File: src/rtl/mul_exe_pipe_pkg.sv
// ============================================================================
//  Module   : mul_exe_pipe_pkg
//  Brief    : Shared widths, the S1 operand bundle type and the
//             speculative-tag helper functions for the multiply pipe.
//  Revision : 1.0 - initial release
// ============================================================================
`default_nettype none

`ifndef MUL_LATENCY
`define MUL_LATENCY 2
`endif

package mul_exe_pipe_pkg;

   localparam int DATA_LEN    = 32;
   localparam int RRF_SEL     = 6;
   localparam int SPECTAG_LEN = 5;

   // Operand bundle latched in stage 1 and presented to the multiplier
   typedef struct packed {
      logic [DATA_LEN-1:0] src1;
      logic [DATA_LEN-1:0] src2;
      logic                src1_signed;
      logic                src2_signed;
      logic                sel_lohi;
      logic [RRF_SEL-1:0]  rrftag;
   } mul_op_t;

   // An op is squashed when it depends on the mispredicted branch
   function automatic logic tag_hit(input logic [SPECTAG_LEN-1:0] spectag,
                                    input logic [SPECTAG_LEN-1:0] prtag);
      return (spectag & prtag) != '0;
   endfunction

   // A correctly resolved branch drops its bit; a mispredict takes priority
   function automatic logic [SPECTAG_LEN-1:0] spec_fix(
      input logic [SPECTAG_LEN-1:0] spectag,
      input logic                   prmiss,
      input logic                   prsuccess,
      input logic [SPECTAG_LEN-1:0] specfixtag);
      return (prsuccess && !prmiss) ? (spectag & ~specfixtag) : spectag;
   endfunction

endpackage

`default_nettype wire

File: src/rtl/mul_exe_pipe_if.sv
// ============================================================================
//  Module   : mul_exe_pipe_if
//  Brief    : Issue-port and CDB-side handshake bundle of the multiply pipe.
//             master = RS/CDB side, slave = execution unit.
//  Revision : 1.0 - initial release
// ============================================================================
`default_nettype none

interface mul_exe_pipe_if;
   import mul_exe_pipe_pkg::*;

   logic                   issue_valid;
   logic                   issue_ready;
   logic [DATA_LEN-1:0]    src1;
   logic [DATA_LEN-1:0]    src2;
   logic                   src1_signed;
   logic                   src2_signed;
   logic                   sel_lohi;
   logic [RRF_SEL-1:0]     rrftag;
   logic [SPECTAG_LEN-1:0] spectag;
   logic                   out_valid;
   logic                   out_ready;
   logic [DATA_LEN-1:0]    out_result;
   logic [RRF_SEL-1:0]     out_rrftag;

   modport master (
      output issue_valid, src1, src2, src1_signed, src2_signed, sel_lohi,
             rrftag, spectag, out_ready,
      input  issue_ready, out_valid, out_result, out_rrftag
   );

   modport slave (
      input  issue_valid, src1, src2, src1_signed, src2_signed, sel_lohi,
             rrftag, spectag, out_ready,
      output issue_ready, out_valid, out_result, out_rrftag
   );

endinterface

`default_nettype wire

File: src/rtl/mul_pipe_slot.sv
// ============================================================================
//  Module   : mul_pipe_slot
//  Brief    : Valid bit and speculative tag of one pipeline stage, with
//             mispredict kill and branch-success tag clearing.
//  Revision : 1.0 - initial release
// ============================================================================
`default_nettype none

module mul_pipe_slot
   import mul_exe_pipe_pkg::*;
(
   input  logic                   clk,
   input  logic                   reset,
   input  logic                   load,
   input  logic                   in_valid,
   input  logic [SPECTAG_LEN-1:0] in_spectag,
   input  logic                   prmiss,
   input  logic                   prsuccess,
   input  logic [SPECTAG_LEN-1:0] prtag,
   input  logic [SPECTAG_LEN-1:0] specfixtag,
   output logic                   valid,
   output logic [SPECTAG_LEN-1:0] spectag,
   output logic                   kill
);

   logic in_kill;

   assign in_kill = prmiss && tag_hit(in_spectag, prtag);
   assign kill    = valid && prmiss && tag_hit(spectag, prtag);

   // Take the incoming op when advancing, otherwise hold; kills and tag
   // fixes apply to whichever op ends up resident after the edge
   always_ff @(posedge clk) begin
      if (reset) begin
         valid   <= 1'b0;
         spectag <= '0;
      end else if (load) begin
         valid <= in_valid && !in_kill;
         if (in_valid) begin
            spectag <= spec_fix(in_spectag, prmiss, prsuccess, specfixtag);
         end
      end else begin
         if (kill) begin
            valid <= 1'b0;
         end
         spectag <= spec_fix(spectag, prmiss, prsuccess, specfixtag);
      end
   end

endmodule

`default_nettype wire

File: src/rtl/multiplier.sv
// ============================================================================
//  Module   : multiplier
//  Brief    : Combinational DATA_LEN x DATA_LEN multiplier with per-operand
//             signedness; sel_lohi picks the high or low half of the product.
//  Revision : 1.0 - initial release
// ============================================================================
`default_nettype none

module multiplier #(
   parameter int DATA_LEN = 32
) (
   input  logic [DATA_LEN-1:0] src1,
   input  logic [DATA_LEN-1:0] src2,
   input  logic                src1_signed,
   input  logic                src2_signed,
   input  logic                sel_lohi,
   output logic [DATA_LEN-1:0] result
);

   logic [2*DATA_LEN-1:0] ext1;
   logic [2*DATA_LEN-1:0] ext2;
   logic [2*DATA_LEN-1:0] product;

   // Extending both operands to the full product width makes the truncated
   // product exact modulo 2^(2*DATA_LEN) for every signedness combination
   always_comb begin
      ext1    = {{DATA_LEN{src1_signed & src1[DATA_LEN-1]}}, src1};
      ext2    = {{DATA_LEN{src2_signed & src2[DATA_LEN-1]}}, src2};
      product = ext1 * ext2;
      result  = sel_lohi ? product[2*DATA_LEN-1:DATA_LEN] : product[DATA_LEN-1:0];
   end

endmodule

`default_nettype wire

File: src/rtl/mul_exe_pipe.sv
// ============================================================================
//  Module   : mul_exe_pipe
//  Brief    : Two-stage multiply execution unit between the MUL reservation
//             station and the CDB arbiter. S1 registers operands, the
//             combinational multiplier feeds S2, S2 holds the result under
//             CDB backpressure. Speculative ops are squashed on mispredict.
//  Options  : MUL_EXE_PIPE_PERF_CNT_EN adds issue/stall performance counters.
//  Revision : 1.0 - initial release
// ============================================================================
`default_nettype none

module mul_exe_pipe
   import mul_exe_pipe_pkg::*;
(
   input  logic                   clk,
   input  logic                   reset,
   mul_exe_pipe_if.slave          bus,
   input  logic                   prmiss,
   input  logic                   prsuccess,
   input  logic [SPECTAG_LEN-1:0] prtag,
   input  logic [SPECTAG_LEN-1:0] specfixtag
`ifdef MUL_EXE_PIPE_PERF_CNT_EN
   ,
   output logic [31:0]            perf_issue_cnt,
   output logic [31:0]            perf_stall_cnt
`endif
);

   logic                   adv1;
   logic                   adv2;
   logic                   v1;
   logic                   v2;
   logic                   kill1;
   logic                   kill2;
   logic [SPECTAG_LEN-1:0] spectag1;
   logic [SPECTAG_LEN-1:0] spectag2;
   logic                   issue_fire;
   logic                   s1_load;
   logic                   s2_load;
   logic                   out_valid;
   mul_op_t                op1;
   logic [DATA_LEN-1:0]    mul_result;
   logic [DATA_LEN-1:0]    result2;
   logic [RRF_SEL-1:0]     rrftag2;

   assign adv2       = !v2 || bus.out_ready;
   assign adv1       = !v1 || adv2;
   assign issue_fire = bus.issue_valid && adv1;
   // Datapath registers only move for ops that survive the transfer
   assign s1_load    = issue_fire && !(prmiss && tag_hit(bus.spectag, prtag));
   assign s2_load    = adv2 && v1 && !kill1;
   // A result being squashed this cycle must never be granted
   assign out_valid  = v2 && !kill2;

   assign bus.issue_ready = adv1;
   assign bus.out_valid   = out_valid;
   assign bus.out_result  = result2;
   assign bus.out_rrftag  = rrftag2;

   mul_pipe_slot u_slot1 (
      .clk        (clk),
      .reset      (reset),
      .load       (adv1),
      .in_valid   (bus.issue_valid),
      .in_spectag (bus.spectag),
      .prmiss     (prmiss),
      .prsuccess  (prsuccess),
      .prtag      (prtag),
      .specfixtag (specfixtag),
      .valid      (v1),
      .spectag    (spectag1),
      .kill       (kill1)
   );

   mul_pipe_slot u_slot2 (
      .clk        (clk),
      .reset      (reset),
      .load       (adv2),
      .in_valid   (v1),
      .in_spectag (spectag1),
      .prmiss     (prmiss),
      .prsuccess  (prsuccess),
      .prtag      (prtag),
      .specfixtag (specfixtag),
      .valid      (v2),
      .spectag    (spectag2),
      .kill       (kill2)
   );

   multiplier #(
      .DATA_LEN (DATA_LEN)
   ) u_multiplier (
      .src1        (op1.src1),
      .src2        (op1.src2),
      .src1_signed (op1.src1_signed),
      .src2_signed (op1.src2_signed),
      .sel_lohi    (op1.sel_lohi),
      .result      (mul_result)
   );

   // Operand capture into S1 and result capture into S2
   always_ff @(posedge clk) begin
      if (reset) begin
         op1     <= '0;
         result2 <= '0;
         rrftag2 <= '0;
      end else begin
         if (s1_load) begin
            op1.src1        <= bus.src1;
            op1.src2        <= bus.src2;
            op1.src1_signed <= bus.src1_signed;
            op1.src2_signed <= bus.src2_signed;
            op1.sel_lohi    <= bus.sel_lohi;
            op1.rrftag      <= bus.rrftag;
         end
         if (s2_load) begin
            result2 <= mul_result;
            rrftag2 <= op1.rrftag;
         end
      end
   end

`ifdef MUL_EXE_PIPE_PERF_CNT_EN
   // Accepted-issue and CDB-stall counters, wrapping modulo 2^32
   always_ff @(posedge clk) begin
      if (reset) begin
         perf_issue_cnt <= '0;
         perf_stall_cnt <= '0;
      end else begin
         if (issue_fire) begin
            perf_issue_cnt <= perf_issue_cnt + 32'd1;
         end
         if (out_valid && !bus.out_ready) begin
            perf_stall_cnt <= perf_stall_cnt + 32'd1;
         end
      end
   end
`else
   // Counters are not built in this configuration
`endif

endmodule

`default_nettype wire

File: src/flat_wrapper.sv
// flat-port wrapper written by rule: the top's interface ports become plain ports
module mul_exe_pipe_flat import mul_exe_pipe_pkg::*;
  (clk, reset, prmiss, prsuccess, prtag, specfixtag, bus_issue_valid, bus_src1, bus_src2, bus_src1_signed, bus_src2_signed, bus_sel_lohi, bus_rrftag, bus_spectag, bus_out_ready, bus_issue_ready, bus_out_valid, bus_out_result, bus_out_rrftag);
  mul_exe_pipe_if bus_i ();
  input  logic clk;
  input  logic reset;
  input  logic prmiss;
  input  logic prsuccess;
  input  logic [SPECTAG_LEN-1:0] prtag;
  input  logic [SPECTAG_LEN-1:0] specfixtag;
  input wire logic [$bits(bus_i.issue_valid)-1:0] bus_issue_valid;
  input wire logic [$bits(bus_i.src1)-1:0] bus_src1;
  input wire logic [$bits(bus_i.src2)-1:0] bus_src2;
  input wire logic [$bits(bus_i.src1_signed)-1:0] bus_src1_signed;
  input wire logic [$bits(bus_i.src2_signed)-1:0] bus_src2_signed;
  input wire logic [$bits(bus_i.sel_lohi)-1:0] bus_sel_lohi;
  input wire logic [$bits(bus_i.rrftag)-1:0] bus_rrftag;
  input wire logic [$bits(bus_i.spectag)-1:0] bus_spectag;
  input wire logic [$bits(bus_i.out_ready)-1:0] bus_out_ready;
  output wire logic [$bits(bus_i.issue_ready)-1:0] bus_issue_ready;
  output wire logic [$bits(bus_i.out_valid)-1:0] bus_out_valid;
  output wire logic [$bits(bus_i.out_result)-1:0] bus_out_result;
  output wire logic [$bits(bus_i.out_rrftag)-1:0] bus_out_rrftag;
  assign bus_i.issue_valid = bus_issue_valid;
  assign bus_i.src1 = bus_src1;
  assign bus_i.src2 = bus_src2;
  assign bus_i.src1_signed = bus_src1_signed;
  assign bus_i.src2_signed = bus_src2_signed;
  assign bus_i.sel_lohi = bus_sel_lohi;
  assign bus_i.rrftag = bus_rrftag;
  assign bus_i.spectag = bus_spectag;
  assign bus_i.out_ready = bus_out_ready;
  assign bus_issue_ready = bus_i.issue_ready;
  assign bus_out_valid = bus_i.out_valid;
  assign bus_out_result = bus_i.out_result;
  assign bus_out_rrftag = bus_i.out_rrftag;
  mul_exe_pipe u_core (.clk(clk), .reset(reset), .bus(bus_i), .prmiss(prmiss), .prsuccess(prsuccess), .prtag(prtag), .specfixtag(specfixtag));
endmodule
File: config.mk
export PLATFORM = sky130hd
export DESIGN_NAME = mul_exe_pipe_flat
export DESIGN_NICKNAME = d
export VERILOG_FILES = /design/src/rtl/mul_exe_pipe_pkg.sv /design/src/rtl/mul_exe_pipe_if.sv /design/src/rtl/mul_pipe_slot.sv /design/src/rtl/multiplier.sv /design/src/rtl/mul_exe_pipe.sv /design/src/flat_wrapper.sv
export SDC_FILE = /design/constraint.sdc
export NUM_CORES = 2
export LEC_CHECK = 0
export ABC_CLOCK_PERIOD_IN_PS = 8350
export BUFFER_PORTS_ARGS = -buffer_cell sky130_fd_sc_hd__buf_2
export CORE_AREA = 2 2 274 276
export DETAILED_ROUTE_END_ITERATION = 8
export DIE_AREA = 0 0 276 278
export PLACE_DENSITY = 0.8
export SKIP_CTS_REPAIR_TIMING = 1
export SLEW_MARGIN = 40
export SYNTH_ARGS = -nofsm -noshare
export SYNTH_HDL_FRONTEND = slang
export SYNTH_HIERARCHICAL = 1
export SYNTH_SLANG_ARGS = --single-unit
File: constraint.sdc
create_clock -name clk -period 8.35 [get_ports clk]
set_input_delay 1.2525 -clock clk [delete_from_list [all_inputs] [get_ports clk]]
set_output_delay 1.2525 -clock clk [all_outputs]
set_load 0.01 [all_outputs]
==> results.ini <==
[power]
p_per_area_nw_per_um2=76.6
peakVddDrop_v=0.000152
power_mw=3.59
p_leak_nw=23.2

[clocking]
cts_num_sinks=123
cts_tree=built
cts_max_path_buffers=2
cts_buffers=17
htreeDepth=4
cts.clk_slew.worst_paths_ps=70
clk_latency_ps=460
cts-root-buf=clkbuf_16

[routing]
via_per_inst=5.63
drcViolationCount=0
ant_nets=0
wire_per_inst_um=19.6
wl_um=114000
firstDrtPassIters=8
drt_iter0_drc=2577
vias=32800

[floorplanning]
dieArea_um2=76700
num_rows=100
die_h_um=278
start_util_pct=59.7
ios=134
design.core.area_um2=73800
die_x_um=276

[global_route]
grt_first_pass_wirelength_um=187000
antenna_found_initial=2
grt_use_total_pct=31.0
grt_start_max_net_pins=104
grt_pass1_vias=36100
grt_remaining_overflow=0

[synthesis]
ys.warnings.count=6
avgSynthCellArea_um2=9.19
ys_types=77
synth_area_leader_cell=fa_1
synth_compound_area_share_pct=4.78
ys_seq_area_share_pct=5.59
synthXorXnorAreaFrac_pct=1.45
synth-simple-area-share_pct=17.1
synth_nets=6226
netlist_area_um2=44100
async_flop_share_pct=0
synth_top_family_by_area=adder cells
synth_top_area_share_pct=51.1
ys.flop_type=dfxtp_1
ys_ff_latch=123
synth_edf_count=0
synthMuxAreaShare_pct=1.90
syn_inst=4795
yosys-top-cells-area=fa_1 (51%), inv_1 (9.4%), nand2_1 (7.0%), ha_1 (6.0%), dfxtp_1 (5.6%)
synthAdderAreaFrac_pct=57.1

[sta]
drv_slew=0
slew-limit-headroom_pct=44.2
period_needed_ps=8160
finalSetupTns_ps=0
worst_pin_slew_ps=836
setup_viol=0
holdWs_ps=452
max_freq_mhz=122
finalClockSkew_ps=13.2
fin_crit_sh_pct=97.8
rsz0062_at_grt=no
hold_violations=0

[layout]
syn2layout_area_growth_pct=6.41
nFillCells=5823
final_cell_mix=fa_1 (1122), inv_1 (1104), nand2_1 (818), and2_1 (358), ha_1 (212)
final_common_cell=fa_1
final_nets=6280
stdcell_count=5832
drive_above_1_share_pct=11.0
utilization_pct=63.5

[worst_hold_path]
hp-class=flip-flop to flip-flop
min_from=u_core/op1[2]

[worst_setup_path]
cp-start-kind=flip-flop
critPathLaunch=u_core/op1[46]
path_class=flip-flop to flip-flop
crit_fanout=17
critPathBufInv=7
rr_startpoint=u_core/op1[46]
path_delay_family=adder cells
crit_arrival_ps=8470
slowest_delay_ps=780
crit_top_cell=fa_1
critPathSlowestCell=dfxtp_1
end_kind=flip-flop
crit_required_ps=8660

[place]
dp_hpwl_um=95000
gp_congestion=0.950
dp.cells=5794
io_buffers=133

[job]
cap_viol_max_count=0

[outcome]
outcome=complete, no violations

-- stage by stage --
step                setup WS (ps)  cell area, um2
floorplan                     199           44100
global placement              124           46200
detailed placement            111           46200
CTS                          65.8           46800
global route                 2.47           46900
finish                        185           46900
-- power by group --
| part | internal, mW | switching, mW | leakage, nW |
|---|---|---|---|
| combinational | 0.796 | 1.28 | 21.9 |
| sequential | 0.625 | 0.0952 | 1.02 |
| clock | 0.466 | 0.332 | 0.290 |
| total | 1.89 | 1.71 | 23.2 |
-- layout make-up --
class                      instances  area, um2  share of cell area (%)
multi-input combinational       3308      36300                    77.4
inverter                        1108       4170                    8.89
sequential                       123       2500                    5.32
timing repair buffer             291       2100                    4.49
tap                              969       1210                    2.59
clock buffer                      20        467                   0.995
clock inverter                    11        133                   0.283
antenna                            2       5.00                  0.0107
-- synthesized netlist by cell type, drive strengths merged (4+ instances only) --
library cell  instances
mux2i                78
fa                 1125
nand3                18
a21o                 37
o21ai                49
or3                   9
clkbuf              230
a222oi                5
and3                 28
xnor2                47
nor2                 80
dfxtp               123
a211oi                7
or2b                  8
a21oi               125
o21a                  6
nand2               819
a22oi                 5
a211o                 5
o2111ai               4
or2                  10
and2                358
o21bai               11
mux2                  5
a2111oi              11
a31oi                13
nor2b                10
buf                  22
nand2b              147
inv                1108
o211ai                5
ha                  212
xor2                 26
nor3                  8
-- logic make-up after synthesis --
family / Yosys count
AO/OA/AOI/OAI: 307
flip-flops: 123
XOR/XNOR: 73
buffers and inverters: 1364
adder cells (fa/ha/maj): 1337
AND/OR/NAND/NOR: 1508
multiplexers: 83
-- state kept, by name (all words and copies together) (netlist names) --
signal,flops
u_core/u_slot2/spectag,5
u_core/u_slot1/spectag,5
u_core/u_slot2/valid,1
u_core/op1,73
u_core/bus.out_rrftag,6
u_core/bus.out_result,32
u_core/u_slot1/valid,1
-- metal layers --
metal | vias up | wire (um) | global-route usage, %
li1 | 14000 | - | -
met4 | 0 | 5810 | 14.8
met3 | 367 | 9060 | 5.05
met5 | - | 0 | 0
met1 | 16800 | 42900 | 39.1
met2 | 1637 | 56500 | 52.5
-- worst register-to-register path, delay by kind of cell (launching register included) --
| kind | cells | cell delay (ps) |
|---|---|---|
| adder cells (fa/ha/maj) | 9 | 3820 |
| AO/OA/AOI/OAI | 9 | 1550 |
| flip-flops | 1 | 780 |
| buffers and inverters | 7 | 770 |
| AND/OR/NAND/NOR | 3 | 670 |
| XOR/XNOR | 1 | 440 |
-- worst paths after layout --
check        slack, ps  depth (start not counted)                  endpoint
max                190                         29  u_core/bus.out_result[8]
min reg2reg        450                          2  u_core/bus.out_rrftag[2]
max reg2reg        190                         29  u_core/bus.out_result[8]
min                450                          2  u_core/bus.out_rrftag[2]
Note: power is estimated with default switching activity, not from simulation.
